`src/rtl/trig_info_decoder.sv`:
```
// trig_info_decoder: rebuilds {event ID, BCID} records from the strobed trigger-info stream
// and queues them in a show-ahead FIFO with framing, continuity and drop accounting.
module trig_info_decoder #(
    parameter int DEPTH = 8
) (
    input  logic                     clk,
    input  logic                     rstn,
    input  logic                     l1a,
    input  logic [11:0]              bCnt,
    input  logic                     bCntStr,
    input  logic                     evCntLStr,
    input  logic                     evCntHStr,
    output logic                     evValid,
    input  logic                     evReady,
    output logic [23:0]              evId,
    output logic [11:0]              evBcid,
    output logic [$clog2(DEPTH):0]   fifoCount,
    output logic [7:0]               dropCnt,
    output logic [7:0]               frameErrCnt,
    output logic                     seqErr
);
    localparam int AW = $clog2(DEPTH);

    typedef enum logic [1:0] {IDLE, HAVE_BC, HAVE_EVL} state_t;

    state_t         state_q, state_d;
    logic [11:0]    bcid_q, bcid_d, evlo_q, evlo_d;
    logic [23:0]    last_q;
    logic           have_last_q, seq_q;
    logic [AW-1:0]  wr_q, rd_q;
    logic [AW:0]    count_q, count_d;
    logic [7:0]     drop_q, ferr_q;
    logic [35:0]    mem [DEPTH];
    logic [35:0]    head;
    logic [23:0]    new_id;
    logic           multi, start, only_l, only_h, frame_err, push, pop, wr_en, drop;

    assign multi  = (bCntStr & evCntLStr) | (bCntStr & evCntHStr) | (evCntLStr & evCntHStr);
    assign start  = bCntStr & l1a & ~multi;
    assign only_l = evCntLStr & ~bCntStr & ~evCntHStr;
    assign only_h = evCntHStr & ~bCntStr & ~evCntLStr;
    assign new_id = {bCnt, evlo_q};

    // A fresh l1a-qualified BCID always wins: it aborts any partial frame and restarts.
    always_comb begin
        state_d   = state_q;
        bcid_d    = bcid_q;
        evlo_d    = evlo_q;
        frame_err = 1'b0;
        push      = 1'b0;
        if (multi) begin
            state_d   = IDLE;
            frame_err = 1'b1;
        end else if (start) begin
            state_d   = HAVE_BC;
            bcid_d    = bCnt;
            frame_err = state_q != IDLE;
        end else begin
            case (state_q)
                IDLE:    frame_err = bCntStr | evCntLStr | evCntHStr;
                HAVE_BC: begin
                    state_d   = only_l ? HAVE_EVL : IDLE;
                    evlo_d    = only_l ? bCnt : evlo_q;
                    frame_err = ~only_l;
                end
                default: begin
                    state_d   = IDLE;
                    push      = only_h;
                    frame_err = ~only_h;
                end
            endcase
        end
    end

    assign pop     = evValid & evReady;
    assign wr_en   = push & ((count_q != DEPTH[AW:0]) | pop);
    assign drop    = push & ~wr_en;
    assign count_d = (wr_en & ~pop) ? count_q + 1'b1 :
                     (pop & ~wr_en) ? count_q - 1'b1 : count_q;

    always_ff @(posedge clk or negedge rstn) begin
        if (!rstn) begin
            state_q     <= IDLE;
            bcid_q      <= '0;
            evlo_q      <= '0;
            last_q      <= '0;
            have_last_q <= 1'b0;
            seq_q       <= 1'b0;
            wr_q        <= '0;
            rd_q        <= '0;
            count_q     <= '0;
            drop_q      <= '0;
            ferr_q      <= '0;
        end else begin
            state_q <= state_d;
            bcid_q  <= bcid_d;
            evlo_q  <= evlo_d;
            if (push) begin
                seq_q       <= seq_q | (have_last_q & (new_id != last_q + 24'd1));
                last_q      <= new_id;
                have_last_q <= 1'b1;
            end
            if (wr_en) wr_q <= wr_q + 1'b1;
            if (pop) rd_q <= rd_q + 1'b1;
            count_q <= count_d;
            if (drop && drop_q != 8'hFF) drop_q <= drop_q + 8'd1;
            if (frame_err && ferr_q != 8'hFF) ferr_q <= ferr_q + 8'd1;
        end
    end

    always_ff @(posedge clk) begin
        if (wr_en) mem[wr_q] <= {new_id, bcid_q};
    end

    assign head        = mem[rd_q];
    assign evValid     = count_q != '0;
    assign evId        = evValid ? head[35:12] : '0;
    assign evBcid      = evValid ? head[11:0] : '0;
    assign fifoCount   = count_q;
    assign dropCnt     = drop_q;
    assign frameErrCnt = ferr_q;
    assign seqErr      = seq_q;
endmodule

```
`config.mk`:
```
export PLATFORM = sky130hd
export DESIGN_NAME = trig_info_decoder
export DESIGN_NICKNAME = d
export VERILOG_FILES = /design/src/rtl/trig_info_decoder.sv
export SDC_FILE = /design/constraint.sdc
export NUM_CORES = 1
export LEC_CHECK = 0
export BUFFER_PORTS_ARGS = -buffer_cell sky130_fd_sc_hd__buf_4
export CAP_MARGIN = 25
export CORE_UTILIZATION = 45
export DETAILED_ROUTE_END_ITERATION = 7
export PLACE_DENSITY = 0.7
export SYNTH_ARGS = -nofsm -noshare
export SYNTH_HDL_FRONTEND = slang
export SYNTH_SLANG_ARGS = --single-unit
```
`constraint.sdc`:
```
create_clock -name clk -period 9.8 [get_ports clk]
set_input_delay 2.94 -clock clk [delete_from_list [all_inputs] [get_ports clk]]
set_output_delay 2.94 -clock clk [all_outputs]
set_load 0.03 [all_outputs]
```
==> results.yml <==
run_status:
  status: "finished, final reports clean"
global_routing:
  grt_first_pass_wirelength_um: 46810
  grt_overflow: 0
  grt_use_total: 0.1853
  grt_pass1_vias: 7999
  antenna_found_initial: 1
  grt_max_degree: 47
cts:
  cts_inserted_buffers: 38
  cts_root_buf: "clkbuf_16"
  cts.sinks: 366
  ctsResizeCount: 0
  htreeDepth: 2
  insertion_delay_ns: 0.53
  cts_tree: "built"
  max-clock-path-buffers: 3
  holdBufCountCts: 0
  cts.clk_slew.worst_paths_ns: 0.06
  post_cts_buffers: 0
setup_path:
  slowest_stage: "dfrtp_4"
  end_kind: "output pin"
  required_ns: 6.86
  startpoint_type: "register"
  cp_common_cell: "buf_4"
  crit_chain: "buf_4 -> mux4_2 -> mux2i_1 -> nor2_1 -> buf_4"
  slowest_delay_ns: 1.02
  worstSetupPathType: "register to output pin"
  arrival_ns: 3.30
  cp_max_fo: 44
die:
  core_mm2: 0.03270
  rows: 66
  die_w_um: 184.6
  die_area_mm2: 0.03409
  dieHeight_um: 184.6
  io_pins: 77
  start_util: 0.4591
yosys:
  syn-cell-area_mm2: 0.01501
  yosysTopAreaCell: "edfxtp_1"
  yosysMostFrequentCell: "edfxtp_1"
  avgSynthCellArea_um2: 18.00
  synth-seq-area-share: 0.7061
  synth-edff-count: 288
  synth_fp_nets: 862
  synthTopCellsByArea: "edfxtp_1, dfrtp_1, mux4_2"
  ys_ff_latch: 366
  synth.distinct_cells: 61
  ys_async_sr_fraction: 0.2131
  synthCells: 834
  yosys.area.top_type_share: 0.5761
  ys_warn_count: 0
  ys_top_cells_by_count: "edfxtp_1, dfrtp_1, mux4_2, nor2_1, mux2_2"
  synth_flop_cell: "edfxtp_1"
timing:
  period_needed_ns: 6.244
  fin_crit_sh: 0.6372
  setup_ws_ns: 3.556
  tightest_slew_ns: 0.8984
  rsz0062_at_grt: "no"
  finalSetupViolations: 0
  slew_headroom: 0.4010
  fin_tns_setup_ns: 0
  timing.final.hold_violations: 0
  timing.fmax_ghz: 0.1601
  clock_skew_ns: 0.02361
  slew_violations: 0
routing:
  drc: 0
  wl_per_cell_um: 21.41
  wirelength_um: 30060
  dr.pass1.iters: 4
  drtIter0Drc: 649
  avgViaCountPerCell: 5.573
  vias: 7825
  antenna_left: 0
layout:
  nFillCells: 2621
  finalNetCount: 960
  area_growth_pct: 15.81
  drive_gt1_frac: 0.2869
  diodes: 0
placed_design:
  io_buffer_count: 76
  gp_congestion: 0.8365
  dp_slack_ns: 3.909
  dp_hpwl_um: 17310
flow_run:
  maxCapViolations: 0
pwr:
  power.density_mw_per_mm2: 265.1
  ir_drop_mv: 0.1712
  p_leak_nw: 6.253
min_path:
  hold_path_class: "register to register"
==> report_power, final <==
| part | switching [mW] | total (mW) | internal (mW) |
|---|---|---|---|
| logic | 0.702 | 1.31 | 0.607 |
| registers | 0.181 | 1.94 | 1.76 |
| clock network | 0.571 | 1.36 | 0.787 |
| total | 1.45 | 4.61 | 3.15 |
==> flip-flops by register name, summed over array words and instances (netlist names) <==
name	flops
mem	288
rd_q	3
have_last_q	1
dropCnt	8
state_q	2
last_q	24
fifoCount	4
evlo_q	12
wr_q	3
seqErr	1
frameErrCnt	8
bcid_q	12
==> layout make-up <==
cell class	instances	area (um2)	area share
clock buffer	58	1067	0.06139
clock inverter	12	112.6	0.006477
inverter	9	33.78	0.001943
multi-input combinational	426	4325	0.2488
sequential	366	10610	0.6101
tap	442	553.0	0.03181
timing repair buffer	91	686.9	0.03951
==> logic make-up (layout without fill, tap and decap cells) <==
group / Yosys count / in the layout / synth area share
DFF: 366 / 366 / 0.7061
adders and majority gates: 9 / 9 / 0.008002
muxes: 159 / 159 / 0.1701
buffers and inverters: 42 / 170 / 0.01067
AOI/OAI and AO/OA: 44 / 44 / 0.02167
and+or+nand+nor: 168 / 168 / 0.05659
xor gates and xnor gates: 46 / 46 / 0.02684
==> critical path, delay by kind of cell (launching register included) <==
family	cells	cell delay, ns
flops	1	1.02
buf+inv	2	0.85
mux	2	0.82
simple gates	1	0.07
==> final timing paths <==
kind	startpoint	cells after the start	slack [ns]	end
worst max-delay path	rd_q[0]	5	3.56	evBcid[1]
worst min-delay path	have_last_q	1	0.47	have_last_q
worst max register to register	state_q[1]	8	6.63	mem[3][14]
worst min register to register	have_last_q	1	0.47	have_last_q
max in group asynchronous	rstn	2	6.36	rd_q[0]
min in group asynchronous	rstn	1	2.39	bcid_q[1]
==> cells in the final DEF (no fill, tap or decap), drive strengths merged, types with 5 or more instances in the layout <==
master	count
a21oi	5
or4	5
nand2	37
ha	8
clkbuf	58
nor4	8
o21ai	10
nor2	51
mux2i	38
edfxtp	288
buf	91
clkinv	8
mux2	49
inv	12
nand3	13
xor2	17
xnor2	29
mux4	72
nand4	11
nor3	14
dfrtp	78
==> stage by stage <==
step | total power [mW] | hold WS, ns | utilization | instance area [um2] | std cells
6_report | 4.608 | 0.4678 | 0.5316 | 17390 | 1404
3_3_place_gp | 3.297 | 0.4514 | 0.4952 | 16190 | 1333
4_1_cts | 4.669 | 0.4707 | 0.5316 | 17390 | 1404
3_5_place_dp | 3.312 | 0.4598 | 0.4956 | 16210 | 1334
5_1_grt | 4.823 | 0.4959 | 0.5316 | 17390 | 1404
2_1_floorplan | 2.859 | 0.4399 | - | 15010 | 834
==> metal layers <==
metal / up-vias / track usage / share of wire
met5: - / 0 / 0
met4: 0 / 0.05388 / 0.021
met3: 49 / 0.02549 / 0.053
met2: 208 / 0.3073 / 0.49
met1: 4062 / 0.2561 / 0.44
li1: 3506 / - / -
No activity file was read; power rests on OpenSTA's default activity.
